$ cat src/rtl/constraint_sample_sequencer.sv
// constraint_sample_sequencer
//   Generates candidate vectors with a Galois LFSR, presents each one to an
//   external combinational constraint checker and collects the candidates the
//   checker accepts. Accepted vectors leave through a valid/ready stream.
//   Rejects are counted per sample. After MAX_TRIES rejects the run is
//   abandoned and the sticky fail flag is raised.
//   Optional feature macro: SAMPLER_STATS_EN. When it is defined, the block
//   adds lifetime reject/accept totals (rej_total_o, acc_total_o).
module constraint_sample_sequencer #(
  parameter int                 VEC_W     = 64,
  parameter logic [VEC_W-1:0]   POLY      = 64'hD800000000000000,
  parameter logic [VEC_W-1:0]   SEED      = 64'h1,
  parameter int                 CHK_LAT   = 1,
  parameter int                 MAX_TRIES = 1024,
  parameter int                 CNT_W     = 16
) (
  input  logic             clk,
  input  logic             rst_n,
  input  logic             start_i,
  input  logic [CNT_W-1:0] num_samples_i,
  input  logic             seed_load_i,
  input  logic [VEC_W-1:0] seed_i,
  output logic [VEC_W-1:0] cand_o,
  input  logic             sat_i,
  output logic             smp_valid_o,
  input  logic             smp_ready_i,
  output logic [VEC_W-1:0] smp_data_o,
  output logic             busy_o,
  output logic             done_o,
  output logic             fail_o,
  output logic [CNT_W-1:0] tries_o
`ifdef SAMPLER_STATS_EN
  ,
  output logic [31:0]      rej_total_o,
  output logic [31:0]      acc_total_o
`endif
);

  // A zero LFSR state would lock up, so a zero seed is replaced by 1.
  localparam logic [VEC_W-1:0] ONE_VEC  = {{(VEC_W-1){1'b0}}, 1'b1};
  localparam logic [VEC_W-1:0] SEED_EFF = (SEED == '0) ? ONE_VEC : SEED;

  typedef enum logic [2:0] {
    S_IDLE,
    S_GEN,
    S_WAIT,
    S_OUT,
    S_FAIL
  } state_t;

  state_t           state;
  state_t           state_next;
  logic [VEC_W-1:0] lfsr;
  logic [VEC_W-1:0] lfsr_step;
  logic [CNT_W-1:0] remaining;
  logic [CNT_W-1:0] tries_inc;
  logic [3:0]       wait_cnt;
  logic             wait_last;
  logic             handshake;

  // The feedback bit is the outgoing LSB. It is XORed into every tap position
  // of the right-shifted state.
  genvar gi;
  generate
    for (gi = 0; gi < VEC_W - 1; gi++) begin : g_lfsr
      assign lfsr_step[gi] = lfsr[gi+1] ^ (POLY[gi] & lfsr[0]);
    end
  endgenerate
  assign lfsr_step[VEC_W-1] = POLY[VEC_W-1] & lfsr[0];

  assign tries_inc = tries_o + 1'b1;
  assign wait_last = (wait_cnt == 4'd1);
  assign handshake = (state == S_OUT) && smp_ready_i;
  assign busy_o    = (state == S_GEN) || (state == S_WAIT) || (state == S_OUT);

  // State register.
  always_ff @(posedge clk or negedge rst_n) begin
    if (!rst_n) state <= S_IDLE;
    else        state <= state_next;
  end

  // Next-state decode. The checker result is used only on the last WAIT cycle.
  always_comb begin
    state_next = state;
    case (state)
      S_IDLE: if (start_i && (num_samples_i != '0)) state_next = S_GEN;
      S_GEN:  state_next = S_WAIT;
      S_WAIT: begin
        if (wait_last) begin
          if (sat_i)                                state_next = S_OUT;
          else if (tries_inc == CNT_W'(MAX_TRIES))  state_next = S_FAIL;
          else                                      state_next = S_GEN;
        end
      end
      S_OUT: begin
        if (smp_ready_i) state_next = (remaining == CNT_W'(1)) ? S_IDLE : S_GEN;
      end
      S_FAIL: state_next = S_IDLE;
      default: state_next = S_IDLE;
    endcase
  end

  // Datapath: LFSR, candidate, sample register, counters and status flags.
  always_ff @(posedge clk or negedge rst_n) begin
    if (!rst_n) begin
      lfsr        <= SEED_EFF;
      cand_o      <= '0;
      smp_valid_o <= 1'b0;
      smp_data_o  <= '0;
      done_o      <= 1'b0;
      fail_o      <= 1'b0;
      tries_o     <= '0;
      remaining   <= '0;
      wait_cnt    <= '0;
    end else begin
      done_o <= 1'b0;
      case (state)
        S_IDLE: begin
          if (seed_load_i) lfsr <= (seed_i == '0) ? ONE_VEC : seed_i;
          if (start_i) begin
            if (num_samples_i != '0) begin
              remaining <= num_samples_i;
              tries_o   <= '0;
              fail_o    <= 1'b0;
            end else begin
              done_o <= 1'b1;
            end
          end
        end
        S_GEN: begin
          lfsr     <= lfsr_step;
          cand_o   <= lfsr_step;
          wait_cnt <= 4'(CHK_LAT);
        end
        S_WAIT: begin
          wait_cnt <= wait_cnt - 4'd1;
          if (wait_last) begin
            if (sat_i) begin
              smp_data_o  <= cand_o;
              smp_valid_o <= 1'b1;
            end else begin
              tries_o <= tries_inc;
            end
          end
        end
        S_OUT: begin
          if (smp_ready_i) begin
            remaining   <= remaining - 1'b1;
            tries_o     <= '0;
            smp_valid_o <= 1'b0;
            if (remaining == CNT_W'(1)) done_o <= 1'b1;
          end
        end
        S_FAIL: fail_o <= 1'b1;
        default: ;
      endcase
    end
  end

`ifdef SAMPLER_STATS_EN
  logic reject_evt;
  assign reject_evt = (state == S_WAIT) && wait_last && !sat_i;

  // Lifetime totals that saturate instead of wrapping. Only reset clears them.
  always_ff @(posedge clk or negedge rst_n) begin
    if (!rst_n) begin
      rej_total_o <= '0;
      acc_total_o <= '0;
    end else begin
      if (reject_evt && (rej_total_o != 32'hFFFFFFFF)) rej_total_o <= rej_total_o + 32'd1;
      if (handshake && (acc_total_o != 32'hFFFFFFFF))  acc_total_o <= acc_total_o + 32'd1;
    end
  end
`endif

endmodule

$ cat config.mk
export PLATFORM = sky130hd
export DESIGN_NAME = constraint_sample_sequencer
export DESIGN_NICKNAME = d
export VERILOG_FILES = /design/src/rtl/constraint_sample_sequencer.sv
export SDC_FILE = /design/constraint.sdc
export NUM_CORES = 1
export LEC_CHECK = 0
export ABC_AREA = 1
export ABC_CLOCK_PERIOD_IN_PS = 2100
export CORE_UTILIZATION = 50
export DETAILED_ROUTE_END_ITERATION = 8
export GPL_ROUTABILITY_DRIVEN = 0
export GPL_TIMING_DRIVEN = 0
export PLACE_DENSITY = 0.8
export SYNTH_ARGS = -nofsm -noshare
export SYNTH_HDL_FRONTEND = slang
export SYNTH_SLANG_ARGS = --single-unit
$ cat constraint.sdc
create_clock -name clk -period 2.1 [get_ports clk]
set_input_delay 0.525 -clock clk [delete_from_list [all_inputs] [get_ports clk]]
set_output_delay 0.525 -clock clk [all_outputs]
set_load 0.01 [all_outputs]
==> After elaboration in Yosys (flattened, before gate mapping) <==
Index checks and enable logic that the tools add are counted.
Widths: inputs -> output; s select.
{ "op_classes": {"add_sub_neg": 3, "mul": 0, "div": 0, "n_lt_le_gt_ge": 0, "eq_ne": 15, "n_shift": 0, "muxes": 33, "n_bitwise": 3, "reduce_logical": 19} }
{ "ops": {"columns": ["operator", "count"], "rows": [
  ["$mux 16", 8],
  ["$mux 64", 2],
  ["$pmux 64 s2", 1],
  ["$logic_not 64->1", 1],
  ["$pmux 16 s3", 1],
  ["$pmux 16 s2", 1],
  ["$add 16x1->16 const B", 1],
  ["$eq 16x1->1 const B", 1],
  ["$eq 16x11->1 const B", 1],
  ["$ne 2x2->1 const B", 8],
  ["$reduce_bool 16->1", 1],
  ["$sub 16x1->16 const B", 1],
  ["$mux 3", 5],
  ["$pmux 3 s4", 1],
  ["$mux 1", 10],
  ["$reduce_bool 2->1", 5],
  ["$reduce_and 3->1", 3],
  ["$pmux 4 s2", 1],
  ["$reduce_and 4->1", 2],
  ["$eq 3x2->1 const B", 2],
  ["$pmux 1 s2", 3],
  ["$reduce_and 6->1", 1],
  ["$eq 4x1->1 const B", 1],
  ["$sub 4x1->4 const B", 1],
  ["8 further kinds", 11]
]} }
{ "totals": {"register_bits": 234, "latchBits": 0, "mem_bits_rw": 0, "romBits": 0, "in_bits": 86, "out_inout_bits": 148, "wordCells": 83, "mem_count": 0} }

==> Depth between registers and ports, before layout <==
Gate-level depths: netlist of run 1.
{ "logic_depth": {"word_depth": 6, "mapped_depth": 15, "ltp_nobuf": 15} }

==> Worst setup path before layout of run 1 <==
No wires, ideal clock.
{ "synth_timing": {"path_kind": "register to register", "from": "register tries_o[0]", "to": "register state[0]", "setup_time_ns": 0.116, "arrival_ns": 1.617, "required_ns": 1.984, "slack_ns": 0.366, "stages_incl_launch_ff": 13, "synth_period_minus_slack_ns": 1.734, "cell_sequence": "dfrtp_1 -> ha_1 -> nand2_1 -> nor2_1 -> nand2_1 -> xor2_1 -> nand3_1 -> nor2_1 -> nand2_1 -> nand2_1 -> nand2_1 -> nand2_1 -> nand2_1"} }
{ "synth_between": {"elab_chain_cells": 6} }
{ "synth_lines": {"columns": ["item", "line_no", "text"], "rows": [
  ["from (decl)", "31", "output logic [CNT_W-1:0] tries_o"],
  ["from (signal assigned)", "142", "tries_o <= tries_inc;"],
  ["$add 16x1->16", "71", "assign tries_inc = tries_o + 1'b1;"],
  ["$eq 16x11->1", "91", "else if (tries_inc == CNT_W'(MAX_TRIES)) state_next = S_FAIL;"],
  ["$mux 3", "91", null],
  ["$mux 3", "90", "if (sat_i) state_next = S_OUT;"],
  ["$mux 3", "89", "if (wait_last) begin"],
  ["$pmux 3 s4", "85", "case (state)"],
  ["to (signal assigned)", "79", "else state <= state_next;"],
  ["to (decl)", "51", "state_t state;"]
]} }
Every way passes these cells. The select of a mux whose other input is x is not followed.
A chain may end at the register's enable or synchronous reset.

==> Worst setup path after layout of run 1 <==
{ "layout_timing": {"from": "register cand_o[63]", "to": "output port cand_o[63]"} }
{ "layout_rtl": {"columns": ["item", "line_no", "text"], "rows": [
  ["from (decl)", "23", "output logic [VEC_W-1:0] cand_o,"],
  ["from (signal assigned)", "132", "cand_o <= lfsr_step;"]
]} }
No word-level cell between the ends.

==> impl_metrics.yaml, run 1 <==
status:
  outcome: "completed"
detailed_routing:
  vias: 9596
  postRouteAntennaNets: 0
  drtPass1Iterations: 5
  wirelength_um: 30000
  drt-initial-drc-count: 726
  wl_per_cell_um: 17.0
  via_per_inst: 5.43
  drc_errors: 0
synthesis:
  synth-xor-area-share_pct: 0.420
  synth_compound_area_share_pct: 12.1
  yosys.cell_types.count: 42
  synth_simple_gate_area_share_pct: 22.7
  syn_nets: 1304
  syn_avg_cell_area_um2: 8.60
  async_flop_share_pct: 100
  synth-edff-count: 0
  synth-seq-area-share_pct: 56.2
  synthCells: 1212
  synth-seq-cells: 234
  ys.flop_type: "dfrtp_1"
  synth.area.mux_share_pct: 0.0960
  synth_top_family_by_area: "simple AND/OR/NAND/NOR gates"
  netlist_area_um2: 10400
  yosys_warnings: 0
  synth-adder-area-share_pct: 0.720
clocking:
  clock_tree.root_cell: "clkbuf_16"
  numCtsBuffers: 25
  cts_max_level: 1
  clk_latency_ns: 0.53
  cts_sinks: 234
  ctsHoldBuffers: 0
  cts_tree: "done"
  path_clk_slew_ns: 0.06
  clk_path_buf_depth: 3
worst_setup_path:
  cp_num_buf_inv: 1
  critPathTopFamily: "buffers and inverters"
  startpoint_type: "flip-flop"
  critPathMaxFanout: 3
  crit_path_end_kind: "primary output"
  critPathSlowestCell: "clkdlybuf4s50_1"
  r2r_slack_ns: 0.11
  cp.required_ns: 1.57
  critPathKind: "reg2out"
  cp.arrival_ns: 1.53
  crit_chain: "clkdlybuf4s50_1"
  slowest_delay_ns: 0.60
pwr:
  power_leakage_nw: 6.59
  power.switching_w: 0.00765
  swShare_pct: 37.5
  power_density_nw_per_um2: 1450
  power_frac_comb_pct: 40.5
  ir_drop_mv: 0.841
  seq_power_share_pct: 36.9
  pwr-share-clk_pct: 22.6
  p_int_w: 0.0127
sta:
  hold_ws_ns: 0.0232
  finalSetupViolCount: 0
  finalWorstSetupSlack_ns: 0.0480
  finClkSkew_ns: 0.0215
  maxSlewViolCount: 0
  tightest_slew_ns: 0.911
  period_share_pct: 97.7
  rsz0062_at_grt: "no"
  fmax_mhz: 487
  layout_min_cycle_time_ns: 2.05
  final_hold_viol_count: 0
  relSlewSlack_pct: 39.2
grt:
  antenna_found_initial: 0
  grt_pass1_wl_um: 48400
  grt_pass1_vias: 9353
  grt.overflow.total: 0
  grt_max_degree: 123
  grtUsageTotal_pct: 28.2
floorplan:
  initial_core_util_pct: 51.2
  core_um2: 20400
  die_h_um: 146
  rows: 52
  num_io_pins: 234
  dieWidth_um: 146
  die_area_um2: 21400
placed_design:
  port_buffers: 233
  hpwl_um: 21300
  place_ws_ns: -0.422
cells_and_area:
  final_nets: 1571
  drive_above_1_share_pct: 7.15
  fill_cells: 1639
  area_delta_synth_final_pct: 35.1
run:
  drv_cap: 0
worst_hold_path:
  hold_class: "in2async"
==> state kept, by name, summed over array words and instances (netlist names) <==
signal / flops
cand_o: 64
lfsr: 64
smp_data_o: 64
remaining: 16
tries_o: 16
wait_cnt: 4
state: 3
done_o: 1
fail_o: 1
smp_valid_o: 1
==> per-layer routing <==
layer / vias to the layer above / GRT usage, % / share of wire [%]
li1: 4510 / - / -
met1: 4603 / 38.2 / 43
met2: 408 / 44.6 / 45
met3: 75 / 6.16 / 8.1
met4: 0 / 10.8 / 3.5
met5: - / 0 / 0
==> metrics by stage <==
step                      utilization [%]  TNS (ns)  total power (W)  instances  area [um2]
after floorplan                         -         0           0.0118       1212       10400
after global placement               64.3  -2219.51           0.0154       1715       13100
after detailed placement             64.5    -48.47           0.0156       1716       13100
after CTS                            68.9         0           0.0204       1762       14000
after global routing                 69.2         0           0.0217       1766       14100
final                                69.2         0           0.0204       1767       14100
==> what timing repair did <==
item | in CTS | in global routing
gates resized for setup | 10 | 9
endpoints found under the hold margin | 0 | 0
pin swaps | 0 | 2
setup buffers | 2 | 4
setup endpoints to repair | 136 | 87
gates cloned | 0 | 0
==> synthesized netlist by cell type (all sizes together) (2+ instances only) <==
| cell type | instances | area, um2 |
|---|---|---|
| a21o | 3 | 22.5 |
| o22ai | 6 | 37.5 |
| nand4 | 16 | 100 |
| xor2 | 3 | 26.3 |
| xnor2 | 2 | 17.5 |
| nor4 | 12 | 75.1 |
| clkbuf | 29 | 109 |
| o211ai | 43 | 323 |
| o21ai | 129 | 683 |
| dfrtp | 233 | 5830 |
| buf | 26 | 150 |
| a31oi | 3 | 33.8 |
| a21oi | 16 | 83.8 |
| ha | 6 | 75.1 |
| nand3 | 126 | 646 |
| nor2 | 62 | 255 |
| o32ai | 2 | 17.5 |
| nand2 | 325 | 1220 |
| a22o | 2 | 17.5 |
| inv | 148 | 556 |
| nor3 | 10 | 55.1 |
==> layout make-up <==
type                       count  area (um2)  share of cell area, %
clock inverter                 8         119                  0.844
clock buffer                  36         737                   5.23
antenna                        1        2.50                 0.0178
inverter                     149         559                   3.97
timing repair buffer         240        2410                   17.1
buffer                        55         262                   1.86
multi-input combinational    774        3800                   27.0
tap                          270         338                   2.40
sequential                   234        5860                   41.6
==> path summary, 6_finish.rpt <==
| kind | from | end | cells after the start |
|---|---|---|---|
| worst max register to register | state[2] | lfsr[52] | 5 |
| worst max-delay path | cand_o[63] | cand_o[63] | 1 |
| min in group clk | smp_data_o[48] | smp_data_o[48] | 2 |
| worst min-delay path | rst_n | tries_o[12] | 1 |
| max in group asynchronous | rst_n | lfsr[22] | 2 |
| worst min register to register | smp_data_o[48] | smp_data_o[48] | 2 |
==> placed cells by master, fill, tap and decap left out, types with 3 or more instances in the layout <==
master,n
nand2_1,324
o211ai_1,43
buf_6,4
nand3_1,123
a21o_1,3
nor4_1,11
buf_4,7
ha_1,6
clkinv_2,4
xor2_1,3
nor3_1,8
nand4_1,16
clkbuf_8,7
inv_1,142
a21oi_1,15
nand3_2,3
o21ai_2,10
clkdlybuf4s50_1,231
bufinv_16,3
o21ai_1,11
nor2_1,56
o21ai_0,108
inv_2,6
nor2_4,5
dfrtp_2,5
buf_2,15
o22ai_1,6
dfrtp_1,228
clkbuf_1,31
clkbuf_16,25
buf_1,6
==> power groups by stage <==
stage / Combinational [W] / Sequential, W / Clock [W]
floorplan: 0.00410 / 0.00773 / 0
global placement: 0.00788 / 0.00749 / 0
detailed placement: 0.00813 / 0.00751 / 0
CTS: 0.00824 / 0.00750 / 0.00465
global route: 0.00914 / 0.00773 / 0.00484
finish: 0.00826 / 0.00752 / 0.00460
==> logic make-up (layout without fill, tap and decap cells) <==
logic type / count (synthesis) / in the layout
flops: 234 / 234
mux: 1 / 1
buf+inv: 204 / 488
xor+xnor: 5 / 5
simple gates: 553 / 553
fa+ha+maj: 6 / 6
compound gates: 209 / 209
other cells: 0 / 1
Power figures use the tool's default switching activity.
==> run 2: changes to the inputs <==
ABC_CLOCK_PERIOD_IN_PS = default   (was 2100)
==> results of run 2 <==
Same layout as run 1: the final DEF is identical, and so are final timing and power.
==> run 3: changes to the inputs <==
CAP_MARGIN = 30   (was default)
CORE_UTILIZATION = 51   (was 50)
PLACE_DENSITY = 0.82   (was 0.8)
==> impl_metrics.yaml, run 3 (synthesis results as in run 1) <==
status:
  outcome: "completed"
floorplan:
  die_h_um: 145
  num_io_pins: 234
  dieWidth_um: 145
  rows: 51
  die_area_um2: 21000
  initial_core_util_pct: 52.7
  core_um2: 19800
clocking:
  clock_tree.root_cell: "clkbuf_16"
  path_clk_slew_ns: 0.06
  numCtsBuffers: 25
  clk_path_buf_depth: 3
  cts_sinks: 234
  clk_latency_ns: 0.53
  ctsHoldBuffers: 0
  cts_max_level: 1
  cts_tree: "done"
run:
  drv_cap: 0
sta:
  tightest_slew_ns: 0.904
  maxSlewViolCount: 0
  layout_min_cycle_time_ns: 2.06
  relSlewSlack_pct: 39.8
  final_hold_viol_count: 0
  setup-tns-final_ns: 0
  rsz0062_at_grt: "no"
  period_share_pct: 98.1
  fmax_mhz: 485
  finClkSkew_ns: 0.00812
  finalSetupViolCount: 0
detailed_routing:
  via_per_inst: 5.49
  vias: 9660
  drtPass1Iterations: 5
  postRouteAntennaNets: 0
  drc_errors: 0
  wl_per_cell_um: 16.8
  wirelength_um: 29600
  drt-initial-drc-count: 554
cells_and_area:
  final_nets: 1570
  most-common-layout-cells: "324 x nand2_1, 231 x clkdlybuf4s50_1, 228 x dfrtp_1, 142 x inv_1, 123 x nand3_1"
  antenna_cells: 0
  fin_util_pct: 71.1
  area_delta_synth_final_pct: 34.9
  drive_above_1_share_pct: 7.42
  layout_top_registers: "cand_o x64, lfsr x64, smp_data_o x64"
  final_common_cell: "nand2_1"
  design_area_um2: 14100
pwr:
  power_density_nw_per_um2: 1450
  ir_drop_mv: 0.850
  power_w: 0.0204
  power_leakage_nw: 6.60
grt:
  grt_max_degree: 122
  grt_pass1_wl_um: 48600
  grt.overflow.total: 0
  grtUsageTotal_pct: 28.6
  grt_pass1_vias: 9532
  antenna_found_initial: 0
worst_hold_path:
  hold_class: "in2async"
placed_design:
  port_buffers: 233
  hpwl_um: 21300
  dpl_cell_area_um2: 13100
worst_setup_path:
  crit_path_end_kind: "primary output"
  critPathKind: "reg2out"
  cp.arrival_ns: 1.54
  cp.required_ns: 1.57
  critPathTopFamily: "buffers and inverters"
  cp_num_buf_inv: 1
  crit_chain: "clkdlybuf4s50_1"
  startpoint_type: "flip-flop"
  critPathSlowestCell: "clkdlybuf4s50_1"
  critPathMaxFanout: 5
  slowest_delay_ns: 0.60
run 3: power by group:
part,switching (W),internal (W),total (W)
logic,0.00466,0.00360,0.00826
registers,0.00116,0.00635,0.00751
clock network,0.00185,0.00274,0.00459
run 3: final timing paths:
kind / from / end / slack (ns) / cells after the start
min in group clk: smp_data_o[45] / smp_data_o[45] / 0.47 / 2
min: rst_n / tries_o[12] / 0.1 / 1
max in group asynchronous: rst_n / smp_data_o[41] / 0.94 / 2
max: tries_o[11] / tries_o[11] / 0.04 / 1
max reg2reg: state[1] / lfsr[25] / 0.16 / 7
min reg2reg: smp_data_o[45] / smp_data_o[45] / 0.47 / 2
run 3: timing repair:
action / 4_1_cts / 5_1_grt
buffers inserted: 2 / 2
endpoints found under the setup margin: 7 / 147
resized for setup: 12 / 11
pin swaps: 0 / 1
run 3: metrics by stage:
step           setup slack (ns)  instances  hold slack (ns)
2_1_floorplan             0.366       1212            0.229
3_3_place_gp              -9.26       1710            0.453
3_5_place_dp             -0.257       1712            0.461
4_1_cts                 0.00228       1759            0.139
5_1_grt                 0.00975       1761            0.158
6_report                 0.0390       1761           0.0950
run 3: layer usage:
layer / GRT usage (%) / share of wire [%] / wire (um)
met2: 44.6 / 46 / 13700
met4: 11.3 / 3.4 / 1020
met1: 39.1 / 43 / 12800
met5: 0 / 0 / 0
met3: 5.79 / 7.2 / 2150
run 3: area by class of cell:
class	count	area [um2]
fill	1526	5720
inverter	149	559
clock inverter	13	155
clock buffer	32	702
sequential	234	5860
multi-input combinational	774	3780
buffer	55	269
timing repair buffer	239	2400
tap	265	332
